[src/rtl/alarm.sv]
// -----------------------------------------------------------------------------
// alarm: countdown alarm timer with an MM:SS display (00:00 to 99:59).
//
// The minute and second buttons set the time while idle. The start button
// starts the countdown, and pressing it again pauses the countdown. When the
// time reaches 00:00 the buzzer sounds. Any button press then silences it.
//
// Ports
//   c              system clock, rising edge
//   rst_n          asynchronous active-low reset
//   mb / sb        minute / second buttons (asynchronous, active-high)
//   start          start / pause button (asynchronous, active-high)
//   l1..l4         BCD digits: minutes tens, minutes ones, seconds tens,
//                  seconds ones
//   L1..L4         active-high 7-segment patterns for l1..l4, bit order
//                  {g,f,e,d,c,b,a}
//   buzz           alarm buzzer, active-high
//   clk            square wave at the tick rate (high for the first half of
//                  each prescaler period)
//
// Parameters
//   DIV            system clock cycles per countdown tick (even, >= 2)
//   BUZZ_TICKS     ticks the buzzer stays on before it clears itself
//
// Build option
//   BUZZ_TIMEOUT_EN  When defined, the prescaler keeps running in ALARM. The
//                    buzzer then clears by itself after BUZZ_TICKS ticks.
//                    When undefined, the buzzer stays on until a button edge
//                    or reset.
// -----------------------------------------------------------------------------
module alarm #(
    parameter int DIV        = 100000000,
    parameter int BUZZ_TICKS = 30
) (
    input  logic       c,
    input  logic       rst_n,
    input  logic       mb,
    input  logic       sb,
    input  logic       start,
    output logic [3:0] l1,
    output logic [3:0] l2,
    output logic [3:0] l3,
    output logic [3:0] l4,
    output logic [6:0] L1,
    output logic [6:0] L2,
    output logic [6:0] L3,
    output logic [6:0] L4,
    output logic       buzz,
    output logic       clk
);

    localparam int            PW         = $clog2(DIV);
    localparam logic [PW-1:0] PRESC_LAST = PW'(DIV - 1);
    localparam logic [PW-1:0] PRESC_HALF = PW'(DIV / 2);
    localparam int            TW         = $clog2(BUZZ_TICKS + 1);

    typedef enum logic [1:0] {
        ST_IDLE  = 2'd0,
        ST_RUN   = 2'd1,
        ST_ALARM = 2'd2
    } state_t;

    state_t        state_q, state_d;

    logic [2:0]    btn_raw_s, btn_s1_q, btn_s2_q, btn_p_q, btn_rise_s;
    logic          mb_rise_s, sb_rise_s, st_rise_s, any_rise_s;

    logic [3:0]    l1_q, l2_q, l3_q, l4_q;
    logic [3:0]    l1_d, l2_d, l3_d, l4_d;
    logic [3:0]    adj1_s, adj2_s, adj3_s, adj4_s;
    logic [3:0]    dec1_s, dec2_s, dec3_s, dec4_s;
    logic          borrow4_s, borrow3_s;
    logic          adj_zero_s, last_sec_s;

    logic [PW-1:0] presc_q, presc_d;
    logic          presc_run_s, tick_s, timeout_s;
    logic          buzz_q, buzz_d, clk_q, clk_d;

`ifdef BUZZ_TIMEOUT_EN
    logic [TW-1:0] tcnt_q, tcnt_d;
`else
    // BUZZ_TICKS has no effect in this build. It is tied off here so that the
    // parameter stays referenced.
    logic [TW-1:0] unused_ticks_s;
    assign unused_ticks_s = TW'(BUZZ_TICKS);
`endif

    function automatic logic [6:0] seg7(input logic [3:0] v);
        case (v)
            4'd0:    seg7 = 7'h3F;
            4'd1:    seg7 = 7'h06;
            4'd2:    seg7 = 7'h5B;
            4'd3:    seg7 = 7'h4F;
            4'd4:    seg7 = 7'h66;
            4'd5:    seg7 = 7'h6D;
            4'd6:    seg7 = 7'h7D;
            4'd7:    seg7 = 7'h07;
            4'd8:    seg7 = 7'h7F;
            4'd9:    seg7 = 7'h6F;
            default: seg7 = 7'h00;
        endcase
    endfunction

    assign btn_raw_s = {start, sb, mb};

    // Two-flop synchronizers, plus a delayed copy used for rising-edge detection
    always_ff @(posedge c or negedge rst_n) begin
        if (!rst_n) begin
            btn_s1_q <= 3'b000;
            btn_s2_q <= 3'b000;
            btn_p_q  <= 3'b000;
        end else begin
            btn_s1_q <= btn_raw_s;
            btn_s2_q <= btn_s1_q;
            btn_p_q  <= btn_s2_q;
        end
    end

    // Button edges, setting-mode adjustments, BCD decrement and prescaler tick
    always_comb begin
        btn_rise_s = btn_s2_q & ~btn_p_q;
        mb_rise_s  = btn_rise_s[0];
        sb_rise_s  = btn_rise_s[1];
        st_rise_s  = btn_rise_s[2];
        any_rise_s = |btn_rise_s;

        // Minutes wrap 99 -> 00 and seconds wrap 59 -> 00; neither carries.
        adj2_s = mb_rise_s ? ((l2_q == 4'd9) ? 4'd0 : l2_q + 4'd1) : l2_q;
        adj1_s = (mb_rise_s && (l2_q == 4'd9)) ?
                 ((l1_q == 4'd9) ? 4'd0 : l1_q + 4'd1) : l1_q;
        adj4_s = sb_rise_s ? ((l4_q == 4'd9) ? 4'd0 : l4_q + 4'd1) : l4_q;
        adj3_s = (sb_rise_s && (l4_q == 4'd9)) ?
                 ((l3_q == 4'd5) ? 4'd0 : l3_q + 4'd1) : l3_q;
        adj_zero_s = (adj1_s == 4'd0) && (adj2_s == 4'd0) &&
                     (adj3_s == 4'd0) && (adj4_s == 4'd0);

        // One-second BCD decrement. The countdown never decrements from
        // 00:00, so minutes tens needs no underflow handling.
        borrow4_s = (l4_q == 4'd0);
        borrow3_s = borrow4_s && (l3_q == 4'd0);
        dec4_s    = borrow4_s ? 4'd9 : l4_q - 4'd1;
        dec3_s    = borrow4_s ? ((l3_q == 4'd0) ? 4'd5 : l3_q - 4'd1) : l3_q;
        dec2_s    = borrow3_s ? ((l2_q == 4'd0) ? 4'd9 : l2_q - 4'd1) : l2_q;
        dec1_s    = (borrow3_s && (l2_q == 4'd0)) ? l1_q - 4'd1 : l1_q;
        last_sec_s = (l1_q == 4'd0) && (l2_q == 4'd0) &&
                     (l3_q == 4'd0) && (l4_q == 4'd1);

`ifdef BUZZ_TIMEOUT_EN
        presc_run_s = (state_q == ST_RUN) || (state_q == ST_ALARM);
`else
        presc_run_s = (state_q == ST_RUN);
`endif
        tick_s = presc_run_s && (presc_q == PRESC_LAST);

`ifdef BUZZ_TIMEOUT_EN
        timeout_s = tick_s && (state_q == ST_ALARM) &&
                    (tcnt_q == TW'(BUZZ_TICKS - 1));
`else
        timeout_s = 1'b0;
`endif
    end

    // FSM state register
    always_ff @(posedge c or negedge rst_n) begin
        if (!rst_n) begin
            state_q <= ST_IDLE;
        end else begin
            state_q <= state_d;
        end
    end

    // FSM next state: the start decision in IDLE uses the already-adjusted time
    always_comb begin
        state_d = state_q;
        case (state_q)
            ST_IDLE: begin
                if (st_rise_s && !adj_zero_s) begin
                    state_d = ST_RUN;
                end else begin
                    state_d = ST_IDLE;
                end
            end
            ST_RUN: begin
                if (st_rise_s) begin
                    state_d = ST_IDLE;
                end else if (tick_s && last_sec_s) begin
                    state_d = ST_ALARM;
                end else begin
                    state_d = ST_RUN;
                end
            end
            ST_ALARM: begin
                if (any_rise_s || timeout_s) begin
                    state_d = ST_IDLE;
                end else begin
                    state_d = ST_ALARM;
                end
            end
            default: state_d = ST_IDLE;
        endcase
    end

    // Datapath next values: digits, prescaler and buzzer tick counter
    always_comb begin
        l1_d    = l1_q;
        l2_d    = l2_q;
        l3_d    = l3_q;
        l4_d    = l4_q;
        presc_d = {PW{1'b0}};

        // The prescaler restarts from zero on every state change, so RUN
        // always begins a full period before its first tick.
        if (presc_run_s && (state_d == state_q)) begin
            presc_d = (presc_q == PRESC_LAST) ? {PW{1'b0}} : presc_q + PW'(1);
        end else begin
            presc_d = {PW{1'b0}};
        end

        case (state_q)
            ST_IDLE: begin
                l1_d = adj1_s;
                l2_d = adj2_s;
                l3_d = adj3_s;
                l4_d = adj4_s;
            end
            ST_RUN: begin
                // A pause requested on a tick cycle wins, and the tick is dropped.
                if (tick_s && !st_rise_s) begin
                    l1_d = dec1_s;
                    l2_d = dec2_s;
                    l3_d = dec3_s;
                    l4_d = dec4_s;
                end else begin
                    l1_d = l1_q;
                    l2_d = l2_q;
                    l3_d = l3_q;
                    l4_d = l4_q;
                end
            end
            default: begin
                l1_d = l1_q;
                l2_d = l2_q;
                l3_d = l3_q;
                l4_d = l4_q;
            end
        endcase

`ifdef BUZZ_TIMEOUT_EN
        tcnt_d = {TW{1'b0}};
        if ((state_q == ST_ALARM) && (state_d == ST_ALARM)) begin
            tcnt_d = tick_s ? tcnt_q + TW'(1) : tcnt_q;
        end else begin
            tcnt_d = {TW{1'b0}};
        end
`endif
    end

    // Datapath registers
    always_ff @(posedge c or negedge rst_n) begin
        if (!rst_n) begin
            l1_q    <= 4'd0;
            l2_q    <= 4'd0;
            l3_q    <= 4'd0;
            l4_q    <= 4'd0;
            presc_q <= {PW{1'b0}};
`ifdef BUZZ_TIMEOUT_EN
            tcnt_q  <= {TW{1'b0}};
`endif
        end else begin
            l1_q    <= l1_d;
            l2_q    <= l2_d;
            l3_q    <= l3_d;
            l4_q    <= l4_d;
            presc_q <= presc_d;
`ifdef BUZZ_TIMEOUT_EN
            tcnt_q  <= tcnt_d;
`endif
        end
    end

    // FSM outputs: buzzer and tick clock next values, and segment decode
    always_comb begin
        buzz_d = (state_d == ST_ALARM);
        clk_d  = (presc_d < PRESC_HALF);
        L1     = seg7(l1_q);
        L2     = seg7(l2_q);
        L3     = seg7(l3_q);
        L4     = seg7(l4_q);
    end

    // Registered buzzer and tick clock
    always_ff @(posedge c or negedge rst_n) begin
        if (!rst_n) begin
            buzz_q <= 1'b0;
            clk_q  <= 1'b1;
        end else begin
            buzz_q <= buzz_d;
            clk_q  <= clk_d;
        end
    end

    assign l1   = l1_q;
    assign l2   = l2_q;
    assign l3   = l3_q;
    assign l4   = l4_q;
    assign buzz = buzz_q;
    assign clk  = clk_q;

endmodule

[config.mk]
export PLATFORM = sky130hd
export DESIGN_NAME = alarm
export DESIGN_NICKNAME = d
export VERILOG_FILES = /design/src/rtl/alarm.sv
export SDC_FILE = /design/constraint.sdc
export NUM_CORES = 1
export LEC_CHECK = 0
export BUFFER_PORTS_ARGS = -buffer_cell sky130_fd_sc_hd__buf_2
export CAP_MARGIN = 5
export CORE_ASPECT_RATIO = 0.8
export CORE_MARGIN = 5
export CORE_UTILIZATION = 50
export CTS_CLUSTER_DIAMETER = 40
export DETAILED_ROUTE_END_ITERATION = 12
export GPL_TIMING_DRIVEN = 0
export PLACE_DENSITY_LB_ADDON = 0.05
export SYNTH_ARGS = -nofsm -noshare
export SYNTH_HDL_FRONTEND = slang
export SYNTH_SLANG_ARGS = --single-unit
[constraint.sdc]
create_clock -name c -period 2.42 [get_ports c]
set_input_delay 0.363 -clock c [delete_from_list [all_inputs] [get_ports c]]
set_output_delay 0.363 -clock c [all_outputs]
set_load 0.02 [all_outputs]
# == Word level (Yosys, flattened, before mapping) ==
# Memories as Yosys holds them, arrays and structs flattened.
# Cells that the tools add are included.
# totals
register_bits,56
mem_bits_ro,448
output_inout_bits,46
mem_count,4
# mem_list
name,words,word_bits,rd,rd_clocked_by_memory_dff,wr,line_no,source
(name not given),16,7,1,0,0,89,case (v)
(name not given),16,7,1,0,0,89,
(name not given),16,7,1,0,0,89,
(name not given),16,7,1,0,0,89,
# classes
add_sub_neg,9
n_lt_le_gt_ge,1
n_eq_ne,14
n_mux,29
bitwise,2
reduce_logical,32
# ops
cell,count
$mux W4,18
$mux W27,2
$logic_not A4 Y1,8
$pmux W4 S2,4
$add A27 B1 Y27 const B,1
$eq A27 B27 Y1 const B,1
$lt A27 B26 Y1 const B,1
$add A4 B1 Y4 const B,4
$sub A4 B1 Y4 const B,4
$logic_and A1 B1 Y1,15
$eq A4 B4 Y1 const B,3
$reduce_and A3 Y1,3
$mux W2,3
$pmux W2 S3,1
$eq A2 B2 Y1 const B,2
$eq A4 B1 Y1 const B,1
$eq A4 B3 Y1 const B,1
$ne A2 B1 Y1 const B,2
$ne A2 B2 Y1 const B,2
$and A3 B3 Y3,1
$not A3 Y3,1
$reduce_or A3 Y1,1
$eq A2 B1 Y1 const B,1
$eq A2 B2 Y1,1
other kinds (5),6

# == Longest topological paths before layout ==
# depth
word_depth,16
ltp_mapped,10
depth_no_buf,9

# == Least setup slack after synthesis ==
# No wires, ideal clock.
# synth_path
path_kind,reg2reg
startpoint,reg l2_q[1] (netlist: l2[1])
endpoint,reg state_q[0]
arrival_ps,2360
path_slack_ps,-75
stages_incl_launch_ff,10
path_buffers,0
path_cell_list,dfrtp_1 -> inv_1 -> ha_1 -> nand3b_1 -> or2_2 -> o21ai_0 -> o21ai_0 -> or4_1 -> nor4_1 -> o32ai_1
# synth_between
elab_chain_len,11
word_cells_on_any_way,22
cone_classes,add/sub: 1; eq/ne: 1; mux: 7; reduce/logical: 13
# synth_rtl
element,line_no,source
"start, declared",68,"logic [3:0] l1_q, l2_q, l3_q, l4_q;"
"start signal, assigned",271,l2_q <= l2_d;
$add A4 B1 Y4 / $eq A4 B4 Y1 (equally long branches),"128, 129",
$mux W4 / $logic_and A1 B1 Y1 (equally long branches),"128, 129",
$mux W4 (on tied branches),"128, 129",
$logic_not A4 Y1,134,adj_zero_s = (adj1_s == 4'd0) && (adj2_s == 4'd0) &&
$logic_and A1 B1 Y1 (2 in series),134,
$logic_and A1 B1 Y1,135,(adj3_s == 4'd0) && (adj4_s == 4'd0);
$logic_not A1 Y1,177,if (st_rise_s && !adj_zero_s) begin
$logic_and A1 B1 Y1,177,
$mux W1,177,
$pmux W2 S3 (*),175,case (state_q)
net state_d[0],63,"state_t state_q, state_d;"
"end signal, assigned",168,state_q <= state_d;
"end, declared",63,
# Mark *: on every way through the listed nets, which the timed path passes. The rest lies on a longest branch.
# A chain may end at the register's enable or synchronous reset.

# == Worst setup path after layout ==
# layout_path
startpoint,reg presc_q[0]
endpoint,reg clk_q (netlist: clk)
# layout_between
elab_chain_len,10
word_cells_on_any_way,12
cone_classes,add/sub: 1; order compare: 1; eq/ne: 2; mux: 5; reduce/logical: 3
# layout_rtl
element,line_no,source
"start, declared",75,"logic [PW-1:0] presc_q, presc_d;"
"start signal, assigned",265,presc_q <= {PW{1'b0}};
"start signal, assigned",274,presc_q <= presc_d;
$eq A27 B27 Y1,"153, 214",
$logic_and A1 B1 Y1,153,tick_s = presc_run_s && (presc_q == PRESC_LAST);
$logic_and A1 B1 Y1,186,end else if (tick_s && last_sec_s) begin
$mux W2,186,
$mux W2,184,if (st_rise_s) begin
$pmux W2 S3,175,
$eq A2 B2 Y1,213,if (presc_run_s && (state_d == state_q)) begin
$logic_and A1 B1 Y1,213,
$mux W27 (*),213,
$lt A27 B26 Y1 (*),284,clk_d = (presc_d < PRESC_HALF);
net clk_d,77,"logic buzz_q, buzz_d, clk_q, clk_d;"
"end signal, assigned",298,clk_q <= clk_d;
"end, declared",77,
# Marks and branches as above.

==> results.json <==
{
  "worst-path-buf-inv": 2,
  "areaGrowthSynthToFinish_pct": 21.0,
  "tightest_slew_ns": 0.734,
  "power_density_mw_per_mm2": 1100,
  "syn_inst": 518,
  "detailedPlace.worstSlack_ns": -0.422,
  "via_per_inst": 5.82,
  "setup_ws_ns": -0.00876,
  "highest_layer": "met4",
  "ys_warn_count": 0,
  "relSlewSlack_pct": 51.1,
  "via_count": 4080,
  "synthesis.nets": 556,
  "p_sw_share_pct": 52.9,
  "overflow": 0,
  "grt_pass1_wl_um": 18500,
  "wl_um": 11600,
  "clockBufferDepth": 2,
  "clockPowerShare_pct": 10.3,
  "cts_made_buffers": 5,
  "wl_met1_um": 5850,
  "dp_cells": 676,
  "crit_arrival_ns": 2.68,
  "dr_wl_met2_um": 4850,
  "setup_viol": 1,
  "gp_congestion": 0.872,
  "power_mw": 5.55,
  "cp_top_family": "simple AND/OR/NAND/NOR gates",
  "die_y_um": 91.8,
  "die-area_sq_mm": 0.0103,
  "finalMaxSlewViolations": 0,
  "clock_latency_ns": 0.32,
  "final_cells": 701,
  "drtIter0Drc": 496,
  "grt_setup_unrepaired": "yes",
  "coreArea_sq_mm": 0.00806,
  "syn_area_sq_mm": 0.00418,
  "synth_edf_count": 0,
  "seq_power_share_pct": 24.0,
  "diodes": 0,
  "startpoint_type": "flop",
  "critical_path.endpoint_type": "flop",
  "cts_sinks": 56,
  "antenna_found_initial": 0,
  "synth-async-reset-ratio_pct": 100,
  "critPathSlowestCell": "or4_4",
  "synthFlopType": "dfrtp_1",
  "hpwl_um": 7930,
  "holdBufCountCts": 0,
  "first_global_vias": 3603,
  "fillers": 737,
  "p_int_mw": 2.61,
  "rows": 29,
  "setup_tns_ns": -0.00876,
  "layout-drive-gt1-share_pct": 24.8,
  "start_util_pct": 51.9,
  "grt_max_degree": 57,
  "avgSynthCellArea_sq_um": 8.07,
  "route.met3.wl_um": 786,
  "max_freq_mhz": 412,
  "yosys_register_bits": 56,
  "crit_type": "reg -> reg",
  "fin_skew_ns": 0.0155,
  "final_common_cell": "nor2_1",
  "crit_path_frequent_cell": "and4_1",
  "period_share_pct": 100,
  "drc": 0,
  "crit_required_ns": 2.67,
  "die_w_um": 112,
  "cts_tree": "built",
  "cts_root_buffer": "clkbuf_8",
  "portBuffers": 50,
  "netSwitchingPower_mw": 2.93,
  "critPathMaxFanout": 9,
  "failed_checks": "setup timing",
  "hold_class": "in -> async",
  "pwr-share-comb_pct": 65.7,
  "min_period_ns": 2.43,
  "crit_chain": "buf_4 -> and4_1 -> clkbuf_2 -> and4_1 -> o21a_1 -> or4_4 -> o32ai_2 -> a21o_1 -> a21oi_1",
  "max_cap_violations": 0,
  "max-vdd-ir-drop_mv": 0.928,
  "clkTransAtPathRegs_ns": 0.12,
  "power.leakage_nw": 2.21,
  "final_nets": 630,
  "fin_util_pct": 62.8,
  "seq_area_frac_synth_pct": 33.5,
  "ys_types": 58,
  "wire_per_inst_um": 16.5,
  "grtUsageTotal_pct": 21.5,
  "outcome": "finished, violations left",
  "drt-pass1-iter-count": 5,
  "h-tree-depth": 2,
  "cp_slowest_stage_delay_ns": 0.48,
  "io_pins": 51,
  "antenna_left": 0,
  "finalHoldViolCount": 0,
  "layout_common_cells": "nor2_1 (62), buf_2 (51), dfrtp_1 (46), nand2_1 (44), a21oi_1 (43)"
}
==> logic make-up after synthesis <==
logic type / share of synthesized area, %
simple gates: 25.6
buf+inv: 4.70
xor+xnor: 5.45
fa+ha+maj: 9.87
flops: 33.5
compound gates: 19.6
mux: 1.26
==> cells in the mapped netlist (3+ instances only) <==
master / number / area share (%)
xor2_1: 13 / 2.7
xnor2_1: 13 / 2.7
o22ai_1: 8 / 1.2
and4b_1: 3 / 0.72
nor4b_1: 3 / 0.63
a211oi_1: 3 / 0.54
inv_1: 21 / 1.9
o211ai_1: 5 / 0.90
dfrtp_1: 55 / 33
a21boi_0: 3 / 0.54
a31oi_1: 4 / 0.60
nor3_1: 15 / 1.8
nand3_1: 18 / 2.2
and4_1: 3 / 0.63
nor4_1: 8 / 1.2
and3_1: 9 / 1.3
a21oi_1: 44 / 5.3
o21a_1: 5 / 0.90
or3_1: 3 / 0.45
nand2_1: 45 / 4.0
a21o_1: 5 / 0.90
nand4_1: 12 / 1.8
nor2_1: 65 / 5.8
nand2b_1: 4 / 0.60
o21ai_0: 45 / 5.4
mux2i_1: 3 / 0.72
nor2b_1: 9 / 1.3
clkbuf_1: 25 / 2.2
ha_1: 33 / 9.9
==> power groups by stage <==
stage	registers, mW	clock network, mW	logic (mW)
4_1_cts	1.30	0.571	3.46
3_3_place_gp	1.36	0	3.14
2_1_floorplan	1.44	0	2.11
6_report	1.33	0.572	3.64
3_5_place_dp	1.37	0	3.19
5_1_grt	1.36	0.606	3.99
==> sequential cells by signal, summed over array words and instances (netlist names), 2 cells and up <==
signal and cells:
btn_s1_q 3, btn_s2_q 3, l3 4, l2 4, l1 4, presc_q 27
l4 4, btn_p_q 3, state_q 2
==> area by class of cell <==
cell class	count	area (sq um)	share of cell area (%)
clock inverters	2	17.5	0.346
plain buffers	22	96.3	1.90
repair buffers	74	433	8.56
clock buffers	6	72.6	1.43
multi-input cells	411	2800	55.4
inverters	22	88.8	1.76
well taps	108	135	2.67
flip-flops and latches	56	1410	27.9
==> routing by layer <==
| metal | track usage (%) | up-vias |
|---|---|---|
| met4 | 3.30 | 0 |
| met5 | 0 | - |
| li1 | - | 1986 |
| met1 | 34.5 | 1935 |
| met2 | 30.4 | 153 |
| met3 | 3.75 | 6 |
==> path summary, 6_finish.rpt <==
check | start | slack [ns] | cells past startpoint | to
setup / recovery | presc_q[0] | -0.009 | 9 | clk
hold / removal | rst_n | 0.08 | 1 | presc_q[5]
setup reg to reg | presc_q[0] | -0.009 | 9 | clk
hold reg to reg | btn_s1_q[2] | 0.36 | 0 | btn_s2_q[2]
max in group asynchronous | rst_n | 1.80 | 1 | l2[1]
min in group c | mb | 0.14 | 1 | btn_s1_q[0]
==> metrics by stage <==
stage / area [sq um] / hold WS [ns]
after floorplan: 4190 / 0.0674
after global placement: 4570 / 0.337
after detailed placement: 4570 / 0.336
after CTS: 4880 / 0.141
after global routing: 5060 / 0.133
final: 5060 / 0.0789
==> timing repair <==
item | in CTS | in global routing
resized for setup | 35 | 34
setup endpoints to repair | 40 | 40
pin swaps | 8 | 8
buffers inserted | 15 | 9
(Power assumes the default switching activity.)
